<file path="config.mk">
export PLATFORM = sky130hd
export DESIGN_NAME = framestart_monitor_flat
export DESIGN_NICKNAME = d
export VERILOG_FILES = /design/src/rtl/framestart_monitor_pkg.sv /design/src/rtl/framestart_monitor_if.sv /design/src/rtl/fs_chan_meas.sv /design/src/rtl/framestart_monitor.sv /design/src/flat_wrapper.sv
export SDC_FILE = /design/constraint.sdc
export NUM_CORES = 1
export LEC_CHECK = 0
export CAP_MARGIN = 30
export CORE_UTILIZATION = 45
export DETAILED_ROUTE_END_ITERATION = 7
export PLACE_DENSITY = 0.7
export SYNTH_ARGS = -nofsm -noshare
export SYNTH_HDL_FRONTEND = slang
export SYNTH_SLANG_ARGS = --single-unit
</file>
<file path="constraint.sdc">
create_clock -name clk -period 2.7 [get_ports clk]
set_clock_uncertainty 0.15 [all_clocks]
set_input_delay 0.405 -clock clk [delete_from_list [all_inputs] [get_ports clk]]
set_output_delay 0.405 -clock clk [all_outputs]
set_load 0.05 [all_outputs]
</file>
<file path="src/rtl/framestart_monitor_pkg.sv">
// Shared types for the framestart monitor.
// Channel FSM encoding and channel index assignments.
package framestart_mon_pkg;

    typedef enum logic [1:0] {
        IDLE,
        HIGH,
        LOW
    } fs_mon_state_t;

    localparam int CH_RADAR  = 0;
    localparam int CH_CAMERA = 1;
    localparam int CH_IR     = 2;

endpackage

</file>
<file path="src/rtl/framestart_monitor_if.sv">
// Framestart inputs, check windows and status registers as one bundle.
// master drives stimulus/config, slave is the monitor.
interface framestart_monitor_if #(
    parameter int NUM_CH = 3,
    parameter int PER_W  = 32,
    parameter int WID_W  = 16
);
    logic [NUM_CH-1:0]       i_fs;
    logic                    i_clr;
    logic [PER_W-1:0]        i_period_min;
    logic [PER_W-1:0]        i_period_max;
    logic [WID_W-1:0]        i_width_min;
    logic [WID_W-1:0]        i_width_max;
    logic [PER_W-1:0]        i_timeout;
    logic [NUM_CH*PER_W-1:0] o_period;
    logic [NUM_CH*WID_W-1:0] o_width;
    logic [NUM_CH*16-1:0]    o_frame_cnt;
    logic [NUM_CH-1:0]       o_err_period;
    logic [NUM_CH-1:0]       o_err_width;
    logic [NUM_CH-1:0]       o_lost;
    logic [PER_W-1:0]        o_skew;
    logic                    o_skew_valid;

    modport master (
        output i_fs, i_clr,
        output i_period_min, i_period_max,
        output i_width_min, i_width_max,
        output i_timeout,
        input  o_period, o_width, o_frame_cnt,
        input  o_err_period, o_err_width, o_lost,
        input  o_skew, o_skew_valid
    );

    modport slave (
        input  i_fs, i_clr,
        input  i_period_min, i_period_max,
        input  i_width_min, i_width_max,
        input  i_timeout,
        output o_period, o_width, o_frame_cnt,
        output o_err_period, o_err_width, o_lost,
        output o_skew, o_skew_valid
    );

endinterface

</file>
<file path="src/rtl/fs_chan_meas.sv">
// One framestart channel: edge detect, period/width measurement,
// window checks, loss-of-signal timeout and frame counting.
module fs_chan_meas
    import framestart_mon_pkg::*;
#(
    parameter int PER_W = 32,
    parameter int WID_W = 16
) (
    input  logic             clk,
    input  logic             rst_n,
    input  logic             fs,
    input  logic             clr,
    input  logic [PER_W-1:0] period_min,
    input  logic [PER_W-1:0] period_max,
    input  logic [WID_W-1:0] width_min,
    input  logic [WID_W-1:0] width_max,
    input  logic [PER_W-1:0] timeout,
    output logic             rise,
    output logic [PER_W-1:0] period,
    output logic [WID_W-1:0] width,
    output logic [15:0]      frame_cnt,
    output logic             err_period,
    output logic             err_width,
    output logic             lost
);

    fs_mon_state_t    state;
    logic             fs_q;
    logic             fs_d1;
    logic             fall;
    logic [PER_W-1:0] per_cnt;
    logic [WID_W-1:0] wid_cnt;
    logic [PER_W-1:0] per_inc;
    logic [WID_W-1:0] wid_inc;
    logic             per_bad;
    logic             wid_bad;
    logic             tmo;

    // fs_q is the input capture flop; edges come from fs_q vs fs_d1
    assign rise = fs_q & ~fs_d1;
    assign fall = ~fs_q & fs_d1;

    assign per_inc = (per_cnt == '1) ? per_cnt : per_cnt + PER_W'(1);
    assign wid_inc = (wid_cnt == '1) ? wid_cnt : wid_cnt + WID_W'(1);

    assign per_bad = (per_cnt < period_min) || (per_cnt > period_max);
    assign wid_bad = (wid_cnt < width_min) || (wid_cnt > width_max);

    // a rise in the timeout cycle still counts as a live edge
    assign tmo = (state != IDLE) && (per_cnt == timeout) && !rise;

    always_ff @(posedge clk or negedge rst_n) begin
        if (!rst_n) begin
            state      <= IDLE;
            fs_q       <= 1'b0;
            fs_d1      <= 1'b0;
            per_cnt    <= '0;
            wid_cnt    <= '0;
            period     <= '0;
            width      <= '0;
            frame_cnt  <= '0;
            err_period <= 1'b0;
            err_width  <= 1'b0;
            lost       <= 1'b0;
        end else begin
            fs_q  <= fs;
            fs_d1 <= fs_q;

            if (rise) begin
                frame_cnt <= clr ? 16'd1 : frame_cnt + 16'd1;
            end else if (clr) begin
                frame_cnt <= '0;
            end

            // new errors take priority over a coincident clear
            err_period <= (err_period & ~clr)
                        | (rise && state == LOW && per_bad);
            err_width  <= (err_width & ~clr)
                        | (fall && state == HIGH && !tmo && wid_bad);
            lost       <= (lost & ~clr) | tmo;

            unique case (state)
                IDLE: begin
                    if (rise) begin
                        state   <= HIGH;
                        per_cnt <= PER_W'(1);
                        wid_cnt <= WID_W'(1);
                    end
                end
                HIGH: begin
                    if (tmo) begin
                        state <= IDLE;
                    end else if (fall) begin
                        state   <= LOW;
                        width   <= wid_cnt;
                        per_cnt <= per_inc;
                    end else begin
                        per_cnt <= per_inc;
                        wid_cnt <= wid_inc;
                    end
                end
                LOW: begin
                    if (rise) begin
                        state   <= HIGH;
                        period  <= per_cnt;
                        per_cnt <= PER_W'(1);
                        wid_cnt <= WID_W'(1);
                    end else if (tmo) begin
                        state <= IDLE;
                    end else begin
                        per_cnt <= per_inc;
                    end
                end
                default: state <= IDLE;
            endcase
        end
    end

endmodule

</file>
<file path="src/rtl/framestart_monitor.sv">
// Framestart monitor top: per-channel measurement, radar-to-camera
// skew counter and packing of the status registers.
module framestart_monitor
    import framestart_mon_pkg::*;
#(
    parameter int NUM_CH = 3,
    parameter int PER_W  = 32,
    parameter int WID_W  = 16
) (
    input logic                clk,
    input logic                rst_n,
    framestart_monitor_if.slave bus
);

    logic [NUM_CH-1:0]       rise;
    logic [NUM_CH*PER_W-1:0] period_flat;
    logic [NUM_CH*WID_W-1:0] width_flat;
    logic [NUM_CH*16-1:0]    frame_flat;
    logic [NUM_CH-1:0]       err_per;
    logic [NUM_CH-1:0]       err_wid;
    logic [NUM_CH-1:0]       lost;

    for (genvar g = 0; g < NUM_CH; g++) begin : g_ch
        fs_chan_meas #(
            .PER_W (PER_W),
            .WID_W (WID_W)
        ) u_ch (
            .clk        (clk),
            .rst_n      (rst_n),
            .fs         (bus.i_fs[g]),
            .clr        (bus.i_clr),
            .period_min (bus.i_period_min),
            .period_max (bus.i_period_max),
            .width_min  (bus.i_width_min),
            .width_max  (bus.i_width_max),
            .timeout    (bus.i_timeout),
            .rise       (rise[g]),
            .period     (period_flat[g*PER_W +: PER_W]),
            .width      (width_flat[g*WID_W +: WID_W]),
            .frame_cnt  (frame_flat[g*16 +: 16]),
            .err_period (err_per[g]),
            .err_width  (err_wid[g]),
            .lost       (lost[g])
        );
    end

    assign bus.o_period     = period_flat;
    assign bus.o_width      = width_flat;
    assign bus.o_frame_cnt  = frame_flat;
    assign bus.o_err_period = err_per;
    assign bus.o_err_width  = err_wid;
    assign bus.o_lost       = lost;

    logic             skew_run;
    logic [PER_W-1:0] skew_cnt;
    logic             r_radar;
    logic             r_cam;

    assign r_radar = rise[CH_RADAR];
    assign r_cam   = rise[CH_CAMERA];

    // skew_cnt holds the cycles elapsed since the radar rise, so a
    // camera rise N cycles later reads N and a coincident one reads 0
    always_ff @(posedge clk or negedge rst_n) begin
        if (!rst_n) begin
            skew_run         <= 1'b0;
            skew_cnt         <= '0;
            bus.o_skew       <= '0;
            bus.o_skew_valid <= 1'b0;
        end else begin
            bus.o_skew_valid <= 1'b0;
            if (bus.i_clr) begin
                bus.o_skew <= '0;
            end
            if (r_radar && r_cam) begin
                skew_run         <= 1'b0;
                skew_cnt         <= '0;
                bus.o_skew       <= '0;
                bus.o_skew_valid <= 1'b1;
            end else if (r_radar) begin
                skew_run <= 1'b1;
                skew_cnt <= PER_W'(1);
            end else if (bus.i_clr) begin
                skew_run <= 1'b0;
                skew_cnt <= '0;
            end else if (r_cam && skew_run) begin
                skew_run         <= 1'b0;
                bus.o_skew       <= skew_cnt;
                bus.o_skew_valid <= 1'b1;
            end else if (skew_run && skew_cnt != '1) begin
                skew_cnt <= skew_cnt + PER_W'(1);
            end
        end
    end

endmodule

</file>
<file path="src/flat_wrapper.sv">
// flat-port wrapper written by rule: the top's interface ports become plain ports
module framestart_monitor_flat import framestart_mon_pkg::*;
#(
    parameter int NUM_CH = 3,
    parameter int PER_W  = 32,
    parameter int WID_W  = 16
)
  (clk, rst_n, bus_i_fs, bus_i_clr, bus_i_period_min, bus_i_period_max, bus_i_width_min, bus_i_width_max, bus_i_timeout, bus_o_period, bus_o_width, bus_o_frame_cnt, bus_o_err_period, bus_o_err_width, bus_o_lost, bus_o_skew, bus_o_skew_valid);
  framestart_monitor_if #(.NUM_CH(NUM_CH), .PER_W(PER_W), .WID_W(WID_W)) bus_i ();
  input logic clk;
  input logic rst_n;
  input wire logic [$bits(bus_i.i_fs)-1:0] bus_i_fs;
  input wire logic [$bits(bus_i.i_clr)-1:0] bus_i_clr;
  input wire logic [$bits(bus_i.i_period_min)-1:0] bus_i_period_min;
  input wire logic [$bits(bus_i.i_period_max)-1:0] bus_i_period_max;
  input wire logic [$bits(bus_i.i_width_min)-1:0] bus_i_width_min;
  input wire logic [$bits(bus_i.i_width_max)-1:0] bus_i_width_max;
  input wire logic [$bits(bus_i.i_timeout)-1:0] bus_i_timeout;
  output wire logic [$bits(bus_i.o_period)-1:0] bus_o_period;
  output wire logic [$bits(bus_i.o_width)-1:0] bus_o_width;
  output wire logic [$bits(bus_i.o_frame_cnt)-1:0] bus_o_frame_cnt;
  output wire logic [$bits(bus_i.o_err_period)-1:0] bus_o_err_period;
  output wire logic [$bits(bus_i.o_err_width)-1:0] bus_o_err_width;
  output wire logic [$bits(bus_i.o_lost)-1:0] bus_o_lost;
  output wire logic [$bits(bus_i.o_skew)-1:0] bus_o_skew;
  output wire logic [$bits(bus_i.o_skew_valid)-1:0] bus_o_skew_valid;
  assign bus_i.i_fs = bus_i_fs;
  assign bus_i.i_clr = bus_i_clr;
  assign bus_i.i_period_min = bus_i_period_min;
  assign bus_i.i_period_max = bus_i_period_max;
  assign bus_i.i_width_min = bus_i_width_min;
  assign bus_i.i_width_max = bus_i_width_max;
  assign bus_i.i_timeout = bus_i_timeout;
  assign bus_o_period = bus_i.o_period;
  assign bus_o_width = bus_i.o_width;
  assign bus_o_frame_cnt = bus_i.o_frame_cnt;
  assign bus_o_err_period = bus_i.o_err_period;
  assign bus_o_err_width = bus_i.o_err_width;
  assign bus_o_lost = bus_i.o_lost;
  assign bus_o_skew = bus_i.o_skew;
  assign bus_o_skew_valid = bus_i.o_skew_valid;
  framestart_monitor #(.NUM_CH(NUM_CH), .PER_W(PER_W), .WID_W(WID_W)) u_core (.clk(clk), .rst_n(rst_n), .bus(bus_i));
endmodule
</file>
==> qor.yml <==
timing:
  period_needed_ps: 2658
  setup_viol: 0
  maxSlewHeadroom: 0.3891
  slew_viol_final: 0
  tightest_slew_ps: 916.4
  min_period_over_period: 0.9846
  finalHoldViolCount: 0
  fmax_ghz: 0.3762
synth:
  ys_ff_latch: 423
  synth_area_um2: 28360
  synth_largest_area_cell: "dfrtp_1"
  synth.avg_cell_area_um2: 9.409
  synth_warnings: 0
  syn_nets: 3452
  synth_ff_type: "dfrtp_1"
  yosys-top-cells-count: "423 x dfrtp_1, 304 x ha_1, 235 x nand2_1"
  ys_top_cells_by_area: "dfrtp_1 37%, ha_1 13%, mux2_2 4.7%"
  synthArstFlopShare: 1.000
  synth.most_common_cell: "dfrtp_1"
  ys_seq_area_frac: 0.3732
  yosysUniqueCellTypes: 94
  synth-edff-count: 0
  synth_top_area_frac: 0.3732
  synthCells: 3014
floorplan:
  die_width_um: 253.0
  die_h_um: 253.0
  ios: 368
  die-area_um2: 64030
  core_area_um2: 61940
  initial_core_util: 0.4579
  rows: 91
worst_setup_path:
  crit_path_start_kind: "flip-flop"
  crit_arrival_ps: 3040
  worstSetupPathType: "reg2reg"
  crit_required_ps: 3080
  path_max_fanout: 6
  endpoint_kind: "flip-flop"
placed_design:
  dpl.hpwl_um: 81460
  gp_congestion: 0.9813
  port-buffer-count: 367
  post-place-cells: 4512
clocking:
  cts_tree: "yes"
  cts_made_buffers: 48
  htreeDepth: 2
  clk_pin_slew_ps: 60
  clock_latency_ps: 620
  cts_buffer_depth: 3
  root_buffer: "clkbuf_16"
  clkSinkCount: 423
drt:
  ant_nets: 0
  first_iter_violations: 2698
  drtPass1Iterations: 6
  wl_um: 104600
  vias_per_cell: 5.905
  vias: 27230
  wl_per_cell_um: 22.68
  drc_errors: 0
global_routing:
  gr-total-overflow: 0
  grt_antenna_before_repair: 2
  grtUsageTotal: 0.3227
  grt_max_degree: 82
  grt_pass1_vias: 26070
  grt_pass1_wl_um: 158400
run:
  drv_cap: 0
power_and_ir_drop:
  powerDensity_nw_per_um2: 576.9
  switchingPower_uw: 8137
  cellLeakagePower_uw: 0.01794
  p_total_uw: 21970
  pwr-share-seq: 0.324
  p_int_uw: 13830
  power_frac_comb: 0.357
  p_sw_frac: 0.3704
  vdd_drop_max_v: 0.0005744
  pwr-share-clk: 0.319
final_layout:
  layout.nets: 4173
  n_fill_cell: 5366
  drive_gt1_frac: 0.2094
  final_cells: 4611
  post-route-util: 0.6149
  area_delta_synth_final_pct: 34.29
status:
  run_status: "complete, no violations"
hold_path:
  hold_class: "in2reg"
per-layer routing:
| metal | global-route usage | up-vias | wire length (um) |
|---|---|---|---|
| met5 | 0 | - | 0 |
| met4 | 0.09524 | 0 | 3083 |
| met3 | 0.05890 | 181 | 8985 |
| met2 | 0.5005 | 1160 | 46810 |
| met1 | 0.4563 | 13270 | 45700 |
| li1 | - | 12620 | - |
worst max-delay path, cell delays in order (launching register included):
cell and delay, ps:
dfrtp_1 490, xor2_1 210, nor4_1 80, nand4_1 190
nor4_2 70, buf_4 180, buf_6 130, or4_4 510
or4_4 500, nand3_2 70
cell usage in the layout, fill, tap and decap left out, types with 102 or more instances in the layout:
master | synthesis | layout
nand3_1 | 106 | 102
dfrtp_1 | 423 | 398
buf_4 | 13 | 439
inv_1 | 175 | 173
mux2_2 | 119 | 119
o21ai_0 | 122 | 114
a21oi_1 | 121 | 120
nand4_1 | 102 | 102
nand2_1 | 235 | 231
ha_1 | 304 | 300
clkdlybuf4s50_1 | 0 | 363
nor2_1 | 203 | 201
logic make-up (layout without fill, tap and decap cells):
kind of cell | count (synthesis) | count (layout) | share of synthesized area
AND/OR/NAND/NOR | 985 | 986 | 0.1788
adder cells (fa/ha/maj) | 304 | 304 | 0.1341
AO/OA/AOI/OAI | 697 | 697 | 0.1705
buffers and inverters | 336 | 1093 | 0.04915
other | 0 | 2 | 0
flip-flops | 423 | 423 | 0.3732
XOR/XNOR | 138 | 138 | 0.04262
multiplexers | 131 | 131 | 0.05162
flip-flops by register name, summed over array words and instances (netlist names), 6 cells and up:
signal                      count
u_core.g_ch.u_ch.per_cnt       96
u_core.g_ch.u_ch.wid_cnt       48
u_core.bus.o_skew              32
u_core.g_ch.u_ch.width         48
u_core.g_ch.u_ch.frame_cnt     48
u_core.skew_cnt                32
u_core.g_ch.u_ch.period        96
u_core.g_ch.u_ch.state          6
final timing paths:
path / startpoint / endpoint / slack, ps / cells after the start
max: u_core.g_ch[0].u_ch.per_cnt[4] / u_core.g_ch[0].u_ch.per_cnt[20] / 40 / 9
min: bus_i_fs[1] / u_core.g_ch[1].u_ch.fs_q / 80 / 1
max reg2reg: u_core.g_ch[0].u_ch.per_cnt[4] / u_core.g_ch[0].u_ch.per_cnt[20] / 40 / 9
min reg2reg: u_core.g_ch[2].u_ch.fs_q / u_core.g_ch[2].u_ch.fs_d1 / 310 / 0
max in group asynchronous: rst_n / u_core.g_ch[2].u_ch.wid_cnt[3] / 1390 / 3
min in group asynchronous: rst_n / u_core.bus.o_skew[21] / 210 / 2
cell type report:
type / instances / area (um^2) / area share
clock inverter: 23 / 310.3 / 0.008147
timing repair buffer: 831 / 7397 / 0.1942
antenna: 2 / 5.005 / 0.0001314
clock buffer: 64 / 1371 / 0.03601
sequential: 423 / 10620 / 0.2788
multi-input combinational: 2256 / 16680 / 0.4380
tap: 837 / 1047 / 0.02750
inverter: 175 / 656.9 / 0.01725
through the flow:
| step | worst slack, ps | setup TNS, ps | cell area [um^2] | hold WS (ps) |
|---|---|---|---|---|
| 2_1_floorplan | 154.9 | 0 | 28360 | -40.59 |
| 3_3_place_gp | -607.7 | -95460 | 36010 | 262.8 |
| 3_5_place_dp | -615.5 | -92510 | 36010 | 274.1 |
| 4_1_cts | -26.33 | -26.33 | 37780 | 40.55 |
| 5_1_grt | -26.64 | -118.8 | 38090 | 61.80 |
| 6_report | 41.51 | 0 | 38090 | 76.73 |
power by group through the flow:
stage               sequential, uW  combinational (uW)  clock [uW]
floorplan                     8020                3510           0
global placement              7210                7470           0
detailed placement            7210                7520           0
CTS                           7110                7640        7120
global route                  7170                8380        7350
finish                        7120                7840        7010
repair_timing:
action / in CTS / in global routing
resized for setup: 17 / 76
pin swaps: 3 / 15
setup buffers: 1 / 7
hold buffers: 1 / 0
cloned: 1 / 1
endpoints found under the setup margin: 91 / 118
hold endpoints to repair: 49 / 0
Power figures use the tool's default switching activity.
